**src/rtl/por_seq_pkg.sv**
```systemverilog
// Shared state encoding, default parameters and counter helper for the
// power-on reset sequencer.
package por_seq_pkg;

  typedef enum logic [2:0] {
    ST_HOLD,
    ST_FILTER,
    ST_RELEASE,
    ST_RUN,
    ST_SW_HOLD
  } state_t;

  localparam int DEF_N_DOMAINS     = 3;
  localparam int DEF_SYNC_STAGES   = 2;
  localparam int DEF_FILTER_CYCLES = 16;
  localparam int DEF_STAGE_GAP     = 8;

  // Saturating increment: counters stick at terminal count instead of wrapping.
  function automatic logic [7:0] sat_inc(input logic [7:0] v);
    return (v == 8'hFF) ? v : v + 8'd1;
  endfunction

endpackage

```
**src/rtl/por_sync_cell.sv**
```systemverilog
// Flop chain bringing the asynchronous POR level into the clock domain;
// clears to 0 so a reset always reads as "power not good".
module por_sync_cell #(
  parameter int SYNC_STAGES = 2
) (
  input  logic clk,
  input  logic rst,
  input  logic din,
  output logic dout
);

  logic [SYNC_STAGES-1:0] chain;

  always_ff @(posedge clk) begin
    if (rst) chain <= '0;
    else     chain <= {chain[SYNC_STAGES-2:0], din};
  end

  assign dout = chain[SYNC_STAGES-1];

endmodule

```
**src/rtl/por_reset_sequencer.sv**
```systemverilog
// Filters the synchronized POR level, then releases the core reset domains
// one by one; also services a software-requested reset cycle from RUN.
module por_reset_sequencer
  import por_seq_pkg::*;
#(
  parameter int N_DOMAINS     = DEF_N_DOMAINS,
  parameter int SYNC_STAGES   = DEF_SYNC_STAGES,
  parameter int FILTER_CYCLES = DEF_FILTER_CYCLES,
  parameter int STAGE_GAP     = DEF_STAGE_GAP
) (
  input  logic                 CLK_I,
  input  logic                 RST_I,
  input  logic                 POR_N_I,
  input  logic                 SW_RST_REQ_I,
  output logic                 SW_RST_ACK_O,
  output logic [N_DOMAINS-1:0] RST_N_O,
  output logic                 READY_O
);

  localparam logic [7:0]           FILT_TC = 8'(FILTER_CYCLES);
  localparam logic [7:0]           GAP_TC  = 8'(STAGE_GAP - 1);
  localparam logic [N_DOMAINS-1:0] FIRST   = N_DOMAINS'(1);

  logic                 por_sync;
  state_t               state;
  logic [7:0]           filt_cnt;
  logic [7:0]           gap_cnt;
  logic [N_DOMAINS-1:0] rst_n;
  logic [N_DOMAINS-1:0] rst_n_next;
  logic                 ready;
  logic                 ack;
  logic                 sw_block;

  por_sync_cell #(
    .SYNC_STAGES(SYNC_STAGES)
  ) u_sync (
    .clk (CLK_I),
    .rst (RST_I),
    .din (POR_N_I),
    .dout(por_sync)
  );

  // Released bits fill upward from bit 0, so the next release is a shift-in of 1.
  assign rst_n_next = (rst_n << 1) | FIRST;

  always_ff @(posedge CLK_I) begin
    if (RST_I) begin
      state    <= ST_HOLD;
      filt_cnt <= '0;
      gap_cnt  <= '0;
      rst_n    <= '0;
      ready    <= 1'b0;
      ack      <= 1'b0;
      sw_block <= 1'b0;
    end else begin
      ack <= 1'b0;
      if (!SW_RST_REQ_I) sw_block <= 1'b0;

      // Loss of power-good outranks every other event outside HOLD.
      if (state != ST_HOLD && !por_sync) begin
        state    <= ST_HOLD;
        filt_cnt <= '0;
        gap_cnt  <= '0;
        rst_n    <= '0;
        ready    <= 1'b0;
      end else begin
        case (state)
          ST_HOLD: begin
            rst_n    <= '0;
            ready    <= 1'b0;
            gap_cnt  <= '0;
            filt_cnt <= '0;
            if (por_sync) begin
              state    <= ST_FILTER;
              filt_cnt <= 8'd1;
            end
          end
          ST_FILTER: begin
            if (filt_cnt >= FILT_TC) begin
              rst_n   <= FIRST;
              gap_cnt <= '0;
              ready   <= FIRST[N_DOMAINS-1];
              state   <= FIRST[N_DOMAINS-1] ? ST_RUN : ST_RELEASE;
            end else begin
              filt_cnt <= sat_inc(filt_cnt);
            end
          end
          ST_RELEASE: begin
            if (gap_cnt >= GAP_TC) begin
              rst_n   <= rst_n_next;
              gap_cnt <= '0;
              if (rst_n_next[N_DOMAINS-1]) begin
                ready <= 1'b1;
                state <= ST_RUN;
              end
            end else begin
              gap_cnt <= sat_inc(gap_cnt);
            end
          end
          ST_RUN: begin
            if (SW_RST_REQ_I && !sw_block) begin
              state    <= ST_SW_HOLD;
              rst_n    <= '0;
              ready    <= 1'b0;
              gap_cnt  <= '0;
              filt_cnt <= '0;
            end
          end
          ST_SW_HOLD: begin
            if (gap_cnt >= GAP_TC) begin
              // Filtering is skipped: power was never lost.
              ack      <= 1'b1;
              sw_block <= 1'b1;
              rst_n    <= FIRST;
              gap_cnt  <= '0;
              ready    <= FIRST[N_DOMAINS-1];
              state    <= FIRST[N_DOMAINS-1] ? ST_RUN : ST_RELEASE;
            end else begin
              gap_cnt <= sat_inc(gap_cnt);
            end
          end
          default: begin
            state <= ST_HOLD;
            rst_n <= '0;
            ready <= 1'b0;
          end
        endcase
      end
    end
  end

  assign RST_N_O      = rst_n;
  assign READY_O      = ready;
  assign SW_RST_ACK_O = ack;

endmodule

```
**config.mk**
```make
export PLATFORM = sky130hd
export DESIGN_NAME = por_reset_sequencer
export DESIGN_NICKNAME = d
export VERILOG_FILES = /design/src/rtl/por_seq_pkg.sv /design/src/rtl/por_sync_cell.sv /design/src/rtl/por_reset_sequencer.sv
export SDC_FILE = /design/constraint.sdc
export NUM_CORES = 1
export LEC_CHECK = 0
export ABC_AREA = 0
export BUFFER_PORTS_ARGS = -buffer_cell sky130_fd_sc_hd__buf_2
export CORE_ASPECT_RATIO = 0.8
export CORE_MARGIN = 4
export CORE_UTILIZATION = 55
export CTS_CLUSTER_SIZE = 14
export DETAILED_ROUTE_END_ITERATION = 10
export HOLD_SLACK_MARGIN = 0.02
export PLACE_DENSITY = 0.75
export RECOVER_POWER = 50
export SLEW_MARGIN = 20
export SYNTH_ARGS = -nofsm -noshare
export SYNTH_HDL_FRONTEND = slang
export SYNTH_SLANG_ARGS = --single-unit
```
**constraint.sdc**
```tcl
create_clock -name CLK_I -period 2.8 [get_ports CLK_I]
set_input_delay 0.28 -clock CLK_I [delete_from_list [all_inputs] [get_ports CLK_I]]
set_output_delay 0.28 -clock CLK_I [all_outputs]
set_load 0.05 [all_outputs]
```
==> impl_results.md <==
- Share of post-route cells with drive strength above 1: approximately 8.3%
- Arrival time of data at the critical path endpoint: 2.37 ns
- Clock root buffer: clkbuf_4
- Area of the mapped netlist: about 1300 µm²
- Total wirelength of the detailed-routed design: 2.55 mm
- Minimum clock period: 2.10 ns
- Final-report hold violation count: 0
- Row count: 15
- Combinational family with the most area after synthesis: compound AO/OA/AOI/OAI gates
- Finished layout cell area: between 1000 and 1500 µm²
- Startpoint of the worst hold path: POR_N_I
- Worst max-slew margin expressed relative to the limit: 56.2%
- Final HPWL from detailed placement: between 1.5 and 2 mm
- Clock latency reported for the late side of the worst-skew pair: ~0.32 ns
- Die Area: 3160 µm²
- Highest achievable clock rate: 0.475 GHz
- Worst hold path type: in -> reg
- Average routed wire per standard cell: 15.0 µm
- I/O pins: 9
- Area share of the largest cell type after synthesis: 42.4%
- Vias in the first global route: 976
- Final number of setup-violating endpoints: 0
- Run status: complete, no violations
- Clock Skew: approximately 0.011 ns
- Antenna Violating Nets Remaining: 0
- Max-cap viol count: 0
- Inst Count DP: 166
- Diode insertion count for antenna repair: 0
- Clock tree from TritonCTS: yes
- DR pass1 iterations: 4
- Worst path setup slack after routing: 0.696 ns
- Final Cycle Share: roughly 75%
- Total setup buffers inserted after CTS: 0
- Number of filler cells placed in the layout: 202
- Clock transition at path regs: 0.14 ns
- CP Max Fanout: 21
- Cell variety after synth: 50
- Wire length of the first global-routing pass: 4.53 mm
- DR vias: 1087
- Worst path required time: just over 3 ns
- Net count after synthesis: around 150
- Power density cells: 480 nW/µm²
- Count of warnings emitted by yosys: 0
- Sequential area share after synthesis: 42.4%
- Number of buffers created by CTS: 3
- Final net count: between 150 and 200
- Category of the critical setup timing path: reg -> reg
- Layout Cells excl Fill: 170
- H-tree depth reported by CTS: 1
- Area Overhead vs Synth: 5.78%
- Overflow left after global routing: 0
- Synthesized flop and latch total: 27
- Clock Tree Buf Depth: 2
- Width of the die: 61.9 µm
- Lkg Pwr: about 0.48 nW
- Maximum number of pins on one net before global-route repair: 22
- Synthesized-area fraction occupied by ao, oa, aoi and oai cells: 25.4%
- Hold-fix buffers, CTS: 0
- Global router's overall resource usage: 19.1%
- Setup repair after global routing missed its margin: false
- Synthesized area per cell: between 9 and 10 µm²
- Adder-cell area share of the yosys netlist: 2.94%
- Synthesized instance count: ~140
- Worst Reg-to-Reg Cells: 4
- Post-DP Area: 1330 µm²
- Detail-routed via count per cell: 6.39
- Number of antenna violations at the first check in global routing: 0
- Sink count of the clock tree: 27
- Placer's final routability congestion estimate: 0.924
- Drt initial violations: 64
- Post-synthesis cell type with the largest combined area: dfxtp_1
- Max-slew violation count: 0
- Transition at the pin with the smallest max-transition slack: 0.651 ns
- Synthesized-area fraction occupied by and/or/nand/nor cells: 23.6%
- Die Height: 51.1 µm
- Critical path launch point type: flip-flop
- Starting utilization of the core area: between 50% and 60%
- Buffers on Ports: 8
- Endpoint of the worst register-to-register path: gap_cnt[7]
- Worst Hold End: u_sync.chain[0]
- Area contributors post-synth: dfxtp_1 (42%), nor2_1 (3.2%), and3_1 (2.9%), ha_1 (2.9%), a21oi_1 (2.7%)
- Reg-to-reg slack, setup: 0.70 ns
- Number of instances resized during post-cts repair: 0
- Startpoint of the most critical register-to-register path: state[2]
- Mux contribution to synthesized area: 0.882%
- Total Negative Setup Slacks: 0 ns
- IR drop worst, VDD: 0.377 mV
- Post-route DRC violation count: 0
- CORE AREA: ~2200 µm²
- Worst Hold Depth: 2
- Critical Path End Type: flip-flop
- Worst-case setup slack after placement: 0.791 ns
- Xor and xnor area share after synthesis: 2.06%
-- how the worst max path moves through the flow --
stage	endpoint	from	depth (start not counted)	slack (ns)
after detailed placement	gap_cnt[6]	state[2]	4	0.79
after global routing	gap_cnt[6]	state[2]	4	0.54
after CTS	gap_cnt[5]	state[2]	4	0.72
after global placement	gap_cnt[6]	state[2]	4	0.85
final	gap_cnt[7]	state[2]	4	0.70
after floorplan	gap_cnt[7]	gap_cnt[0]	6	1.00
-- critical path: stages (launching register included) --
cell	delay [ns]
dfxtp_1	0.72
xnor2_1	0.22
or4_1	0.69
a31o_4	0.31
a21oi_2	0.10
-- state kept, by name (all words and copies together) (netlist names) --
| register | count |
|---|---|
| sw_block | 1 |
| gap_cnt | 8 |
| u_sync.chain | 2 |
| SW_RST_ACK_O | 1 |
| state | 3 |
| READY_O | 1 |
| RST_N_O | 3 |
| filt_cnt | 8 |
-- through the flow --
stage,util (%),power (mW),hold slack (ns)
floorplan,-,0.473,0.352
global placement,61.1,0.491,0.421
detailed placement,61.1,0.491,0.448
CTS,62.4,0.657,0.152
global route,62.0,0.686,0.188
finish,62.0,0.648,0.188
-- layout make-up --
type                            count  area, µm²  area share (%)
Clock buffer                        4       26.3            1.95
Timing Repair Buffer                9       40.0            2.97
Sequential cell                    27        541            40.0
Tap cell                           25       31.3            2.32
Inverter                            3       11.3           0.834
Multi-Input combinational cell    102        701            51.9
-- per-layer routing --
metal / vias up / share of wire (%) / GRT usage (%) / wire length (µm)
met4: 0 / 0.90 / 4.24 / 23
met2: 25 / 42 / 27.5 / 1070
li1: 543 / - / - / -
met3: 4 / 5.5 / 6.06 / 141
met1: 515 / 51 / 27.6 / 1310
met5: - / 0 / 0 / 0
-- logic make-up (layout without fill, tap and decap cells) --
| logic type | Yosys count | after routing |
|---|---|---|
| fa+ha+maj | 3 | 3 |
| xor+xnor | 3 | 3 |
| flops | 27 | 27 |
| simple gates | 51 | 51 |
| buf+inv | 9 | 16 |
| compound gates | 44 | 44 |
| mux | 1 | 1 |
-- where the power goes --
part / internal [mW] / switching (mW)
Combinational: 0.0304 / 0.0489
Clock: 0.0558 / 0.107
Sequential: 0.392 / 0.0135
-- cells in the final DEF (no fill, tap or decap), drive strengths merged, types with 3 or more instances in the layout --
cell     n
and3     6
a21oi    8
ha       3
buf      3
nand2    3
a31oi    4
nand3    5
nor2b    3
dfxtp   27
clkbuf  10
inv      3
nand2b   4
or3      3
nor2    11
or4      4
o21bai   3
o21ai    8
nor3     4
-- cells in the mapped netlist (all sizes together) --
master    n
o221ai    1
or4       4
o31ai     2
a31o      1
nand2b    4
a2bb2oi   1
mux2      1
o21a      1
and3      6
nand4     1
o32a      1
or3       3
a211oi    1
a31oi     4
o41ai     1
nand2     3
a211o     1
a22oi     2
a21oi     8
o32ai     1
nor2     11
nor3      4
or4b      1
and2      1
o221a     2
dfxtp    27
xnor2     2
inv       3
xor2      1
nor2b     3
or3b      1
nor4      2
o2111a    1
a21boi    2
and4b     1
and4      1
clkbuf    4
a41oi     2
buf       2
nand3     5
o21ai     8
o21ba     1
o21bai    3
ha        3
(Power assumes the default switching activity.)
